File: src/rtl/mem_arbiter_pkg.sv
// Shared types for the instruction/data memory arbiter: FSM state and
// transaction owner encodings, plus a counter-width helper.
package mem_arbiter_pkg;

  typedef enum logic [1:0] {
    ARB_IDLE  = 2'd0,
    ARB_ISSUE = 2'd1,
    ARB_WAIT  = 2'd2,
    ARB_DONE  = 2'd3
  } arb_state_e;

  typedef enum logic {
    OWNER_IF = 1'b0,
    OWNER_D  = 1'b1
  } owner_e;

  // Width of a down-counter that must hold n-1; never narrower than one bit.
  function automatic int unsigned cnt_width(input int unsigned n);
    return (n > 1) ? $clog2(n) : 1;
  endfunction

endpackage

File: src/rtl/mem_arbiter_grant.sv
// Priority decision between fetch and data requesters, with the streak
// counter that forces a fetch grant after STARVE_LIMIT back-to-back data wins.
module arb_grant #(
  parameter int unsigned STARVE_LIMIT = 4
) (
  input  logic clk,
  input  logic rst,
  input  logic if_req,
  input  logic d_req,
  input  logic grant_en,
  output logic grant_if,
  output logic grant_d
);

  localparam int unsigned SW = $clog2(STARVE_LIMIT + 1);

  logic [SW-1:0] streak_q, streak_d;
  logic          starve;

  assign starve = (streak_q == SW'(STARVE_LIMIT));

  always_comb begin
    grant_if = grant_en & if_req & (~d_req | starve);
    grant_d  = grant_en & d_req & ~grant_if;
    streak_d = streak_q;
    if (grant_if) begin
      streak_d = '0;
    end else if (grant_d) begin
      // Only a data win that actually kept fetch waiting counts toward starvation.
      if (!if_req)      streak_d = '0;
      else if (!starve) streak_d = streak_q + SW'(1);
    end
  end

  // NOTE: sequential state uses non-blocking assignments so every register
  // samples its pre-edge inputs and updates together at the clock edge.
  always_ff @(posedge clk or negedge rst) begin
    if (!rst) streak_q <= '0;
    else      streak_q <= streak_d;
  end

endmodule

File: src/rtl/mem_arbiter.sv
// Shares one single-port registered-output memory between instruction fetch
// and MEM-stage data access; one transaction in flight, data has priority.
module mem_arbiter
  import mem_arbiter_pkg::*;
#(
  parameter int unsigned ADDR_W       = 10,
  parameter int unsigned DATA_W       = 32,
  parameter int unsigned MEM_LATENCY  = 1,
  parameter int unsigned STARVE_LIMIT = 4
) (
  input  logic              clk,
  input  logic              rst,
  input  logic              if_req,
  input  logic [ADDR_W-1:0] if_addr,
  output logic              if_ack,
  output logic [DATA_W-1:0] if_rdata,
  input  logic              d_req,
  input  logic              d_we,
  input  logic [ADDR_W-1:0] d_addr,
  input  logic [DATA_W-1:0] d_wdata,
  output logic              d_ack,
  output logic [DATA_W-1:0] d_rdata,
  output logic [ADDR_W-1:0] mem_addr,
  output logic [DATA_W-1:0] mem_wdata,
  output logic              mem_wren,
  output logic              mem_rden,
  input  logic [DATA_W-1:0] mem_q,
  output logic              busy
);

  localparam int unsigned CW = cnt_width(MEM_LATENCY);

  arb_state_e        state_q, state_d;
  owner_e            owner_q, owner_d;
  logic              we_q, we_d;
  logic [ADDR_W-1:0] addr_q, addr_d;
  logic [DATA_W-1:0] wdata_q, wdata_d;
  logic [CW-1:0]     cnt_q, cnt_d;
  logic [DATA_W-1:0] if_rdata_q, if_rdata_d;
  logic [DATA_W-1:0] d_rdata_q, d_rdata_d;
  logic              grant_en, grant_if, grant_d;

  assign grant_en = (state_q == ARB_IDLE);

  arb_grant #(.STARVE_LIMIT(STARVE_LIMIT)) u_grant (
    .clk      (clk),
    .rst      (rst),
    .if_req   (if_req),
    .d_req    (d_req),
    .grant_en (grant_en),
    .grant_if (grant_if),
    .grant_d  (grant_d)
  );

  // NOTE: every signal gets its hold value first, so no branch of the case
  // can leave one unassigned and infer a latch.
  always_comb begin
    state_d    = state_q;
    owner_d    = owner_q;
    we_d       = we_q;
    addr_d     = addr_q;
    wdata_d    = wdata_q;
    cnt_d      = cnt_q;
    if_rdata_d = if_rdata_q;
    d_rdata_d  = d_rdata_q;
    case (state_q)
      ARB_IDLE: begin
        if (grant_if || grant_d) begin
          owner_d = grant_d ? OWNER_D : OWNER_IF;
          we_d    = grant_d & d_we;
          addr_d  = grant_d ? d_addr : if_addr;
          if (grant_d) wdata_d = d_wdata;
          state_d = ARB_ISSUE;
        end
      end
      ARB_ISSUE: begin
        cnt_d   = CW'(MEM_LATENCY - 1);
        state_d = ARB_WAIT;
      end
      ARB_WAIT: begin
        if (cnt_q == '0) begin
          if (owner_q == OWNER_IF) if_rdata_d = mem_q;
          else if (!we_q)          d_rdata_d  = mem_q;
          state_d = ARB_DONE;
        end else begin
          cnt_d = cnt_q - CW'(1);
        end
      end
      ARB_DONE: state_d = ARB_IDLE;
      default:  state_d = ARB_IDLE;
    endcase
  end

  always_ff @(posedge clk or negedge rst) begin
    if (!rst) begin
      state_q    <= ARB_IDLE;
      owner_q    <= OWNER_IF;
      we_q       <= 1'b0;
      addr_q     <= '0;
      wdata_q    <= '0;
      cnt_q      <= '0;
      if_rdata_q <= '0;
      d_rdata_q  <= '0;
    end else begin
      state_q    <= state_d;
      owner_q    <= owner_d;
      we_q       <= we_d;
      addr_q     <= addr_d;
      wdata_q    <= wdata_d;
      cnt_q      <= cnt_d;
      if_rdata_q <= if_rdata_d;
      d_rdata_q  <= d_rdata_d;
    end
  end

  // Address/data come straight from the grant latch, so they hold between issues.
  assign mem_addr  = addr_q;
  assign mem_wdata = wdata_q;
  assign mem_rden  = (state_q == ARB_ISSUE) & ~we_q;
  assign mem_wren  = (state_q == ARB_ISSUE) &  we_q;
  assign busy      = (state_q != ARB_IDLE);
  assign if_ack    = (state_q == ARB_DONE) & (owner_q == OWNER_IF);
  assign d_ack     = (state_q == ARB_DONE) & (owner_q == OWNER_D);
  assign if_rdata  = if_rdata_q;
  assign d_rdata   = d_rdata_q;

endmodule

File: config.mk
export PLATFORM = sky130hd
export DESIGN_NAME = mem_arbiter
export DESIGN_NICKNAME = d
export VERILOG_FILES = /design/src/rtl/mem_arbiter_pkg.sv /design/src/rtl/mem_arbiter_grant.sv /design/src/rtl/mem_arbiter.sv
export SDC_FILE = /design/constraint.sdc
export NUM_CORES = 1
export LEC_CHECK = 0
export BUFFER_PORTS_ARGS = -buffer_cell sky130_fd_sc_hd__buf_2
export CORE_ASPECT_RATIO = 0.5
export CORE_UTILIZATION = 51
export CTS_CLUSTER_SIZE = 20
export DETAILED_ROUTE_END_ITERATION = 10
export GPL_TIMING_DRIVEN = 0
export PLACE_DENSITY_LB_ADDON = 0.05
export REMOVE_ABC_BUFFERS = 1
export SLEW_MARGIN = 40
export SYNTH_ARGS = -nofsm -noshare
export SYNTH_HDL_FRONTEND = slang
export SYNTH_SLANG_ARGS = --single-unit
File: constraint.sdc
create_clock -name clk -period 3.1 [get_ports clk]
set_input_delay 0.31 -clock clk [delete_from_list [all_inputs] [get_ports clk]]
set_output_delay 0.31 -clock clk [all_outputs]
set_load 0.02 [all_outputs]
== Word level (Yosys, flattened, before mapping) ==
Index checks and enable logic that the tools add are counted.
Storage, ports and cells
  output and inout port bits: 111
  bits of input ports: 89
  bits in registers: 114
Operators by class
  mux-type cells: 11
  $add $sub $neg: 2
  reduce and logical (&&, ||, !) cells: 11
  equal/unequal tests: 7
  bitwise gates (word level): 15
Operator list (count)
  2-to-1 mux 3 bit: 4
  2-to-1 mux 10 bit: 1
  bitwise AND 1 bit: 9
  case mux 2 bit (4 select lines): 1
  AND reduction 2 bit: 3
  AND reduction 3 bit: 2
  nonzero test 2 bit: 3
  NOT 1 bit: 5
  equality test 2 bit (second input constant): 2
  2-to-1 mux 2 bit: 2
  inequality test 2 bit (second input constant): 2
  AND reduction 4 bit: 1
  adder 3 x 1 -> 3 bit (second input constant): 1
  equality test 3 bit (second input constant): 1
  inequality test 3 bit (second input constant): 1
  equality test 2 x 1 -> 1 bit (second input constant): 1
  logical NOT 2 bit: 1
  2-to-1 mux 1 bit: 2
  case mux 1 bit (2 select lines): 1
  logical OR 1 bit: 1
  bitwise OR 1 bit: 1
  subtractor 1 bit (second input constant): 1

== Longest topological paths before layout ==
Gate-level depths: netlist (run 1).
  word-level depth: 8
  depth in mapped cells: 7
  mapped depth without buffers: 5

== Modules after synthesis ==
A second synthesis (run 1) with hierarchy kept.
Second synthesis, totals
  cells, all modules: 307
  area total of the unflattened synthesis: 4639.4 um2
By module, submodules not included
  mem_arbiter: instances 1, sequential area each 2752.6 um2, cells each 287, area each 4440.5 um2
  arb_grant: instances 1, sequential area each 75.1 um2, cells each 20, area each 198.9 um2

== Worst setup path after synthesis (run 1) ==
OpenSTA, ideal clock, no wires.
  kind: flip-flop to flip-flop
  start: register u_grant.streak_q[0]
  end: register wdata_q[10] (netlist: mem_wdata[10])
  setup time: 0.125 ns
  required time: 2.975 ns
  arrival time: 1.428 ns
  slack: 1.547 ns
  stages on the path, launching flop included: 7
  path through: dfrtp_1 > inv_1 > ha_1 > and3_4 > nor2_4 > buf_6 > mux2_2
Between the ends
  longest elaborated chain between the ends: 7
RTL lines
  start: declaration: line mem_arbiter_grant.sv:17  | logic [SW-1:0] streak_q, streak_d;
  start signal: assignment: line mem_arbiter_grant.sv:39  | else streak_q <= streak_d;
  equality test 3 bit *: line mem_arbiter_grant.sv:20  | assign starve = (streak_q == SW'(STARVE_LIMIT));
  bitwise OR 1 bit *: line mem_arbiter_grant.sv:23  | grant_if = grant_en & if_req & (~d_req | starve);
  bitwise AND 1 bit *: line mem_arbiter_grant.sv:23
  NOT 1 bit: line mem_arbiter_grant.sv:24  | grant_d = grant_en & d_req & ~grant_if;
  bitwise AND 1 bit: line mem_arbiter_grant.sv:24
  logical OR 1 bit: line mem_arbiter.sv:68  | if (grant_if || grant_d) begin
  AND reduction 3 bit (no line) *
  end signal: assignment: line mem_arbiter.sv:109  | wdata_q <= wdata_d;
  end: declaration: line mem_arbiter.sv:37  | logic [DATA_W-1:0] wdata_q, wdata_d;
Every way passes the cells marked *; elsewhere a longest branch is shown, timed or not.
A chain may end at the register's enable or synchronous reset.

== Worst setup path after layout (run 1) ==
  start: register state_q[0]
  end: register wdata_q[19] (netlist: mem_wdata[19])
Between the ends
  longest elaborated chain between the ends: 7
  elaborated cells between the ends (all ways): 8
  those cells by class: bitwise (5); reduce/logical (3)
RTL lines
  start: declaration: line mem_arbiter.sv:33  | arb_state_e state_q, state_d;
  start signal: assignment: line mem_arbiter.sv:105  | state_q <= state_d;
  logical NOT 2 bit *: line mem_arbiter.sv:43, mem_arbiter.sv:66
  bitwise AND 1 bit (2 in series): line mem_arbiter_grant.sv:23
  NOT 1 bit: line mem_arbiter_grant.sv:24
  bitwise AND 1 bit: line mem_arbiter_grant.sv:24
  logical OR 1 bit: line mem_arbiter.sv:68
  AND reduction 3 bit (no line) *
Marks and branches as above.

==> results of run 1 <==
-- power by group through the flow --
stage / registers, mW / logic (mW) / clock network (mW)
detailed placement: 2.62 / 3.41 / 0
global route: 2.71 / 3.62 / 1.92
floorplan: 3.50 / 1.29 / 0
CTS: 2.61 / 3.42 / 1.86
finish: 2.61 / 3.38 / 1.83
global placement: 2.58 / 3.30 / 0
-- area by class of cell --
class	instances	area, um2
clock buffers	27	513.0
clock inverters	5	50.05
fillers	594	2067
inverters	5	18.77
multi-input cells	170	1574
flip-flops and latches	113	2828
well taps	112	140.1
repair buffers	205	1097
-- flip-flops by register name, indices dropped and copies added (netlist names) --
name,cells
mem_addr,10
we_q,1
if_rdata,32
u_grant.streak_q,3
owner_q,1
mem_wdata,32
d_rdata,32
state_q,2
-- cell families after synthesis --
family | Yosys count
compound gates | 40
simple gates | 27
mux | 97
buf+inv | 22
flops | 113
fa+ha+maj | 6
-- per-stage QoR --
stage / cells / utilization / worst slack (ns) / hold slack, ns
after global routing: 637 / 0.7506 / 0.05810 / 0.1262
final: 637 / 0.7506 / 0.2390 / 0.1295
after global placement: 599 / 0.6691 / 0.1458 / 0.4650
after floorplan: 288 / - / 0.7799 / 0.01441
after detailed placement: 604 / 0.6815 / 0.2513 / 0.2306
after CTS: 637 / 0.7506 / 0.2447 / 0.1121
-- worst max-delay path, stage by stage (launching register included) --
cell and delay (ns):
dfrtp_1 0.39, inv_1 0.11, ha_1 0.63, nand2_1 0.42, nor2_4 0.58, buf_16 0.23, mux2_2 0.35
-- repair_timing --
item	4_1_cts	5_1_grt
gates resized for setup	0	0
setup endpoints to repair	0	0
hold endpoints to repair	45	0
hold buffers	1	0
-- layout by cell type, fill, tap and decap left out, drive strengths merged --
cell / instances
a21o: 1
a21oi: 12
a22o: 1
a31o: 1
a31oi: 1
a32o: 1
a41oi: 10
and2: 2
and3: 1
and3b: 1
buf: 204
bufinv: 1
clkbuf: 27
clkinv: 4
dfrtp: 113
dlygate4sd3: 1
ha: 6
inv: 5
mux2: 97
nand2: 4
nand2b: 1
nand3: 1
nand3b: 1
nor2: 14
nor2b: 2
o21a: 1
o21ai: 12
-- path summary, 6_finish.rpt --
path                       slack (ns)  cells after the start                      start                        end
setup / recovery                 0.24                      6     state_q[0]$_DFFE_PN0P_  mem_wdata[19]$_DFFE_PN0P_
setup reg to reg                 0.24                      6     state_q[0]$_DFFE_PN0P_  mem_wdata[19]$_DFFE_PN0P_
hold / removal                   0.13                      2                d_wdata[30]  mem_wdata[30]$_DFFE_PN0P_
min in group asynchronous        0.39                      2                        rst    mem_addr[0]$_DFFE_PN0P_
hold reg to reg                  0.48                      1  mem_wdata[30]$_DFFE_PN0P_  mem_wdata[30]$_DFFE_PN0P_
max in group asynchronous        2.06                      3                        rst   mem_wdata[9]$_DFFE_PN0P_
-- routing by layer --
metal / track usage / wire length [um]
met5: 0 / 0
met4: 0.1053 / 90
met3: 0.09942 / 1009
met2: 0.4006 / 5178
met1: 0.2658 / 4143
==> key figures, run 1 <==
Status
  • Status: completed

GRT
  • GRT Total Usage: 0.2354
  • Vias in the first global route: 3,244
  • Largest net degree at the start of global routing: 69
  • First-pass GRT wire length: 15,930 um
  • GRT overflow: 0
  • Initial antenna violation count: 0

Clock tree
  • CTS tree: yes
  • Latest clock arrival within the worst-skew pair: 0.40 ns
  • Post-CTS Setup Inserts: 0
  • CTS Sinks: 113
  • CTS Buffer Depth: 2
  • CTS root buffer: clkbuf_16
  • H-tree levels: 4
  • Clock transition at the registers of the reported paths: 0.05 ns
  • Num CTS Buffers: 17

Finish
  • Total Nets Final: 607
  • Share of cells above drive strength 1: 0.6286
  • # diodes: 0
  • Area delta synth->final: 37.73%
  • Fin area: 6221 um2

Yosys
  • Syn Inst Count: 305
  • Post-synthesis adder-cell area fraction: 0.01662
  • Synth Area in Compound Gates: 0.05679
  • EDFF count, synth: 0
  • Largest family of logic cells by synthesized area: multiplexers
  • Simple-gate share of the synthesized area: 0.03075
  • Share of synthesized registers carrying an async set or reset: 1.000
  • Most common cell in the netlist: dfrtp_1
  • Sequential share of the synthesized area: 0.6260
  • Top cells by area, synth: dfrtp_1 (63%), mux2_2 (23%), a41oi_1 (1.9%)
  • Leading area contributor after synthesis: dfrtp_1
  • Syn. warnings: 0
  • Unique masters post-synth: 31
  • Area fraction of the dominant cell type after synthesis: 0.6260
  • Most frequent cells after synthesis: dfrtp_1 (113), mux2_2 (94), nor2_1 (13), a21oi_1 (12), o21ai_0 (11)
  • Main synth FF type: dfrtp_1
  • Xor/xnor cell area share of the yosys netlist: 0
  • Mean Syn Cell Area: 14.81 um2
  • Post-synthesis mux area share: 0.2418
  • Mapped cell area: 4517 um2
  • Flops & latches, synth: 113

Routing
  • Pre-Repair DR Iteration Count: 5
  • Vias per cell: 5.110
  • DR vias: 3,255
  • DRC viols: 0
  • Antenna viol nets, final: 0
  • Final wirelength: 10,420 um
  • Initial drt markers: 122
  • WL/cell: 16.36 um

Place
  • Port bufs: 199
  • HPWL after DPL: 7404 um
  • Gpl congestion: 0.7870
  • Placed instance area: 5648 um2

Floorplanning
  • Die area: 9260 um2
  • Cell Rows: 23
  • Chip Height: 68.55 um
  • Initial Utilization: 0.5450
  • I/O pin total: 200
  • CORE AREA: 8288 um2
  • Chip width: 135.1 um

Critical path
  • Worst setup EP type: register
  • Worst EP required: 3.38 ns
  • Setup CP Type: reg2reg
  • CP Launch Type: register
  • Worst path arrival time: 3.14 ns
  • Worst-path maximum fanout: 20

STA
  • # setup viols final: 0
  • Worst-Margin Slew: 0.7102 ns
  • RSZ-0062 raised after global routing: false
  • Clock Skews: 0.005400 ns
  • Final worst-path cycle share: 0.9229
  • Minimum clock period: 2.861 ns
  • Final Hold Vio Count: 0
  • Highest clock rate: 349.5 MHz
  • TNS Setup: 0 ns
  • Rel. slew slack: 0.5266
  • Final-report max-slew violation count: 0

Power and ir drop
  • Pleak: 3.032 nW
  • Comb pwr share: 0.432
  • Clock power share: 0.234
  • Pint: 4.888 mW
  • PwrDens: 1257 nW/um2
  • Psw: 2.931 mW
  • Reg power frac: 0.334
  • Sw frac: 0.3748
  • Tot Pwr: 7.819 mW
  • Peak VDD IR: 0.6716 mV

Run
  • Maxcap violations: 0

Worst hold path
  • Hold Path Class: in2reg
Power figures use the tool's default switching activity.
==> inputs of run 2 (changes only) <==
--- a/config.mk
+++ b/config.mk
@@ -6,8 +6,8 @@
 export NUM_CORES = 1
 export LEC_CHECK = 0
 export BUFFER_PORTS_ARGS = -buffer_cell sky130_fd_sc_hd__buf_2
-export CORE_ASPECT_RATIO = 0.5
-export CORE_UTILIZATION = 51
+export CORE_ASPECT_RATIO = 2
+export CORE_UTILIZATION = 48
 export CTS_CLUSTER_SIZE = 20
 export DETAILED_ROUTE_END_ITERATION = 10
 export GPL_TIMING_DRIVEN = 0
==> key figures, run 2 (same netlist as run 1, synthesis figures left out) <==
Critical path
  • Worst setup EP type: register
  • Worst path arrival time: 3.12 ns (-0.02 ns)
  • Worst EP required: 3.38 ns (about the same)
  • CP Launch Type: register
  • Critical R2R Launch: state_q[0]$_DFFE_PN0P_
  • R2R Setup Slk: 0.25 ns (about the same)
  • RR Endpoint: mem_wdata[19]$_DFFE_PN0P_
  • Setup CP Type: reg2reg
  • Worst Reg2Reg Path Length in Cells: 6 (unchanged)
  • Worst-path maximum fanout: 21 (+5.0%)

Routing
  • Antenna viol nets, final: 0 (unchanged)
  • WL/cell: 16.58 um (+1.3%)
  • DR vias: 3,280 (+0.77%)
  • DRC viols: 26 (+26)
  • Final wirelength: 10,400 um (-0.25%)
  • Vias per cell: 5.231 (+2.4%)
  • Initial drt markers: 169 (+39%)
  • Pre-Repair DR Iteration Count: 7 (+2)

Status
  • Failing checks: design-rule violations
  • Status: finished, violations left

STA
  • Rel. slew slack: 0.5044 (-0.02220)
  • TNS Setup: 0 ns (unchanged)
  • Worst Slack Setup Final: 0.2522 ns (+0.01314 ns)
  • Highest clock rate: 351.1 MHz (+0.46%)
  • Minimum clock period: 2.848 ns (-0.01315 ns)
  • Clock Skews: 0.01009 ns (+0.004693 ns)
  • Final-report max-slew violation count: 0 (unchanged)
  • Final Hold Vio Count: 0 (unchanged)
  • Final worst-path cycle share: 0.9187 (-0.004240)
  • # setup viols final: 0 (unchanged)
  • Worst-Margin Slew: 0.7435 ns (+0.03330 ns)
  • RSZ-0062 raised after global routing: false

Worst hold path
  • Worst Hold Depth: 2 (unchanged)
  • WHS Endpoint: mem_wdata[30]$_DFFE_PN0P_
  • Hold Path Class: in2reg
  • Worst Hold Launch: d_wdata[30]

GRT
  • Initial antenna violation count: 1 (+1)
  • GRT Total Usage: 0.2289 (-0.006466)
  • GRT overflow: 0 (unchanged)
  • Largest net degree at the start of global routing: 65 (-5.8%)
  • Vias in the first global route: 3,578 (+10%)
  • First-pass GRT wire length: 17,070 um (+7.1%)

Clock tree
  • Clock transition at the registers of the reported paths: 0.05 ns (about the same)
  • Num CTS Buffers: 17 (unchanged)
  • Latest clock arrival within the worst-skew pair: 0.40 ns (about the same)
  • CTS Sinks: 113 (unchanged)
  • CTS tree: yes
  • H-tree levels: 4 (unchanged)
  • CTS root buffer: clkbuf_16
  • Post-CTS Setup Inserts: 0 (unchanged)
  • CTS Buffer Depth: 2 (unchanged)

Floorplanning
  • I/O pin total: 200 (unchanged)
  • Initial Utilization: 0.4978 (-0.04719)
  • CORE AREA: 9074 um2 (+9.5%)
  • Chip Height: 139.2 um (+100%)
  • Die area: 9826 um2 (+6.1%)
  • Chip width: 70.60 um (-48%)
  • Cell Rows: 49 (+110%)

Finish
  • Share of cells above drive strength 1: 0.6336 (+0.005016)
  • Area delta synth->final: 36.54%
  • Fin area: 6167 um2 (-0.86%)
  • Filler instances: 695 (+17%)
  • Commonest cells after routing, fill and taps aside: buf_2 (198), dfrtp_1 (113), mux2_2 (94)
  • Post-layout util: 0.6797 (-0.07093)
  • Most common cell after layout, fill and taps aside: buf_2
  • Total Nets Final: 607 (unchanged)

Power and ir drop
  • Peak VDD IR: 0.8304 mV (+24%)
  • PwrDens: 1245 nW/um2 (-0.93%)
  • Pleak: 3.002 nW (-0.99%)
  • Tot Pwr: 7.680 mW (-1.8%)

Place
  • HPWL after DPL: 7565 um (+2.2%)
  • Gpl congestion: 0.7525 (-4.4%)
  • Worst slack at placement: 0.2231 ns (-0.02821 ns)
  • Port bufs: 199 (unchanged)
  • Placed instance area: 5627 um2 (-0.38%)

Run
  • Maxcap violations: 0 (unchanged)
run 2: worst max-delay path by stage:
stage,startpoint,depth (start not counted),slack (ns),endpoint
5_1_grt,state_q[0]$_DFFE_PN0P_,6,0.02,mem_wdata[19]$_DFFE_PN0P_
3_5_place_dp,state_q[0]$_DFFE_PN0P_,6,0.22,mem_wdata[19]$_DFFE_PN0P_
3_3_place_gp,state_q[0]$_DFFE_PN0P_,5,0.13,mem_wdata[15]$_DFFE_PN0P_
4_1_cts,state_q[0]$_DFFE_PN0P_,6,0.21,mem_wdata[19]$_DFFE_PN0P_
2_1_floorplan,state_q[0]$_DFFE_PN0P_,5,0.78,mem_wdata[0]$_DFFE_PN0P_
6_report,state_q[0]$_DFFE_PN0P_,6,0.25,mem_wdata[19]$_DFFE_PN0P_
run 2: layout make-up:
cell class                      count  area (um2)  area share
Clock buffer                       19       432.9     0.07020
Tap cell                          102       127.6     0.02069
Clock inverter                     12       95.09     0.01542
Multi-Input combinational cell    170        1574      0.2552
Antenna cell                        1       2.502   0.0004058
Sequential cell                   113        2828      0.4585
Inverter                            5       18.77    0.003043
Timing Repair Buffer              205        1089      0.1765
run 2: timing repair:
item                                   CTS  global route
endpoints found under the hold margin   63             0
hold buffers                             1             0
gates resized for setup                  0             0
run 2: power breakdown:
part           switching [mW]  internal (mW)
sequential              0.365           2.24
combinational            1.93           1.43
clock                   0.633           1.08
total                    2.92           4.76
run 2: worst max-delay path, stage by stage, from the launching register on:
cell     delay [ns]
dfrtp_1        0.40
inv_1          0.11
ha_1           0.65
nand2_1        0.44
nor2_4         0.51
buf_8          0.25
mux2_2         0.36
run 2: layer usage:
layer,GRT usage,routed length (um),part of all wire
met1,0.2302,3518,0.34
met2,0.4216,5994,0.58
met3,0.07049,624,0.060
met4,0.1042,258,0.025
met5,0,0,0
run 2: metrics by stage:
stage | hold slack, ns | cells
after floorplan | 0.01441 | 288
after global placement | 0.4641 | 589
after detailed placement | 0.2816 | 594
after CTS | 0.1166 | 626
after global routing | 0.1210 | 627
final | 0.1313 | 627
==> inputs of run 3 (changes only) <==
--- a/config.mk
+++ b/config.mk
@@ -6,8 +6,10 @@
 export NUM_CORES = 1
 export LEC_CHECK = 0
 export BUFFER_PORTS_ARGS = -buffer_cell sky130_fd_sc_hd__buf_2
+export CELL_PAD_IN_SITES_DETAIL_PLACEMENT = 1
+export CELL_PAD_IN_SITES_GLOBAL_PLACEMENT = 2
 export CORE_ASPECT_RATIO = 2
-export CORE_UTILIZATION = 48
+export CORE_UTILIZATION = 32
 export CTS_CLUSTER_SIZE = 20
 export DETAILED_ROUTE_END_ITERATION = 10
 export GPL_TIMING_DRIVEN = 0
==> key figures, run 3 (same netlist as run 1, synthesis figures left out) <==
Status
  • Status: completed

Floorplanning
  • Chip Height: 170.0 um (+22%)
  • Cell Rows: 61 (+24%)
  • Die area: 14,620 um2 (+49%)
  • Initial Utilization: 0.3270 (-0.1708)
  • I/O pin total: 200 (unchanged)
  • Chip width: 86.01 um (+22%)
  • CORE AREA: 13,810 um2 (+52%)

Power and ir drop
  • Peak VDD IR: 0.4999 mV (-40%)
  • PwrDens: 1292 nW/um2 (+3.8%)
  • Pleak: 3.087 nW (+2.8%)

GRT
  • First-pass GRT wire length: 19,470 um (+14%)
  • Vias in the first global route: 3,632 (+1.5%)
  • Global routing's busiest layer: met2
  • GRT overflow: 0 (unchanged)
  • M2 GR Usage: 0.3420 (-0.07960)
  • Met1 Use GR: 0.1772 (-0.05292)
  • Grt met3 use: 0.05044 (-0.02006)
  • Largest net degree at the start of global routing: 65 (unchanged)
  • Initial antenna violation count: 1 (unchanged)
  • GRT Total Usage: 0.1812 (-0.04771)

Critical path
  • Worst-path maximum fanout: 20 (-4.8%)
  • Setup CP Type: reg2reg
  • CP endpoint: mem_wdata[9]$_DFFE_PN0P_
  • Worst EP required: 3.38 ns (about the same)
  • Critical R2R Launch: state_q[0]$_DFFE_PN0P_
  • CP Launch Type: register
  • Critical Path Stages: 7 (+1)
  • Worst setup EP type: register
  • CP max-delay cell: ha_2
  • CP Cell Sequence: inv_1 -> ha_2 -> nand2_1 -> nor2_4 -> buf_8 -> buf_8 -> mux2_2
  • Setup crit start: state_q[0]$_DFFE_PN0P_
  • R2R Setup Slk: 0.55 ns (+0.29 ns)
  • Worst path most repeated cell: buf_8
  • WP buf/inv: 3 (+1)
  • Worst path arrival time: 2.84 ns (-0.28 ns)
  • Worst Reg2Reg Path Length in Cells: 7 (+1)
  • RR Endpoint: mem_wdata[9]$_DFFE_PN0P_
  • Largest delay share family, worst path: simple AND/OR/NAND/NOR gates
  • Worst path max stage delay: 0.46 ns (-0.19 ns)

Finish
  • Commonest cells after routing, fill and taps aside: buf_2 (198), dfrtp_1 (113), mux2_2 (94)
  • Filler instances: 1,481 (+110%)
  • Share of cells above drive strength 1: 0.6331 (about the same)
  • Most common cell after layout, fill and taps aside: buf_2
  • Total Nets Final: 608 (+0.16%)
  • Area delta synth->final: 43.10%
  • Post-layout util: 0.4679 (-0.2118)

Place
  • HPWL after DPL: 9223 um (+22%)
  • Gpl congestion: 0.6923 (-8.0%)
  • Port bufs: 199 (unchanged)

Clock tree
  • Post-CTS Setup Inserts: 0 (unchanged)
  • CTS Sinks: 113 (unchanged)
  • Num CTS Buffers: 17 (unchanged)
  • CTS Buffer Depth: 2 (unchanged)
  • Clock transition at the registers of the reported paths: 0.05 ns (about the same)
  • Latest clock arrival within the worst-skew pair: 0.40 ns (about the same)
  • CTS root buffer: clkbuf_16
  • CTS tree: yes
  • H-tree levels: 4 (unchanged)

Routing
  • Antenna viol nets, final: 0 (unchanged)
  • Pre-Repair DR Iteration Count: 4 (-3)
  • Initial drt markers: 75 (-56%)
  • Vias per cell: 4.598 (-12%)
  • DRC viols: 0 (-100%)
  • DR vias: 3,292 (+0.37%)
  • WL/cell: 17.23 um (+4.0%)
  • Final wirelength: 12,340 um (+19%)

STA
  • RSZ-0062 raised after global routing: false
  • Clock Skews: 0.009235 ns (-0.0008579 ns)
  • Final worst-path cycle share: 0.8241 (-0.09456)
  • Final-report max-slew violation count: 0 (unchanged)
  • Rel. slew slack: 0.4939 (-0.01042)
  • Minimum clock period: 2.555 ns (-0.2931 ns)
  • Highest clock rate: 391.4 MHz (+11%)
  • Final Hold Vio Count: 0 (unchanged)
  • TNS Setup: 0 ns (unchanged)
  • Worst-Margin Slew: 0.7590 ns (+0.01553 ns)
  • # setup viols final: 0 (unchanged)

Run
  • Maxcap violations: 0 (unchanged)

Worst hold path
  • Hold Path Class: in2reg
==> run 3: how the worst min path moves through the flow <==
| stage | cells past startpoint | end | from |
|---|---|---|---|
| 2_1_floorplan | 0 | d_rdata[0]$_DFFE_PN0P_ | rst |
| 3_3_place_gp | 1 | mem_wdata[30]$_DFFE_PN0P_ | mem_wdata[30]$_DFFE_PN0P_ |
| 3_5_place_dp | 1 | mem_addr[9]$_DFFE_PN0P_ | rst |
| 4_1_cts | 2 | mem_wdata[14]$_DFFE_PN0P_ | d_wdata[14] |
| 5_1_grt | 2 | mem_wdata[2]$_DFFE_PN0P_ | d_wdata[2] |
| 6_report | 2 | mem_wdata[14]$_DFFE_PN0P_ | d_wdata[14] |
==> run 3: area by class of cell <==
type                       instances  area (um2)  area share
inverter                           5       18.77    0.002904
antenna                            1       2.502   0.0003871
timing repair buffer             206        1107      0.1713
sequential                       113        2828      0.4375
clock inverter                     9       226.5     0.03504
tap                              189       236.5     0.03659
multi-input combinational        170        1577      0.2439
clock buffer                      23       467.9     0.07240
==> run 3: power by group <==
| group | internal [mW] | switching [mW] | leakage, nW |
|---|---|---|---|
| clock network | 1.63 | 0.657 | 0.332 |
| logic | 1.45 | 2.00 | 1.43 |
| registers | 2.24 | 0.367 | 1.32 |
==> run 3: routing by layer <==
metal | vias up | routed length [um]
met5 | - | 0
met4 | 0 | 208
met3 | 15 | 757
met2 | 127 | 7278
met1 | 1646 | 4096
li1 | 1504 | -
==> run 3: stage by stage <==
stage / setup WS (ns) / cell area, um2 / std cells / power (mW) / hold WS, ns
6_report: 0.5453 / 6464 / 716 / 8.352 / 0.1368
5_1_grt: 0.3392 / 6464 / 716 / 8.839 / 0.1216
4_1_cts: 0.1705 / 6459 / 715 / 8.498 / 0.1157
3_5_place_dp: 0.1856 / 5754 / 682 / 6.154 / 0.2518
3_3_place_gp: -0.1367 / 5642 / 676 / 6.006 / 0.4648
2_1_floorplan: 0.7799 / 4409 / 288 / 4.795 / 0.01441
==> run 3: timing repair <==
action / CTS / global route
hold buffers: 1 / 0
resized for setup: 0 / 1
endpoints found under the hold margin: 49 / 0
endpoints found under the setup margin: 0 / 19
==> run 3: worst register-to-register path: stages, from the launching register on <==
cell and delay, ns:
dfrtp_1 0.41, inv_1 0.11, ha_2 0.46, nand2_1 0.37
nor2_4 0.32, buf_8 0.21, buf_8 0.20, mux2_2 0.36
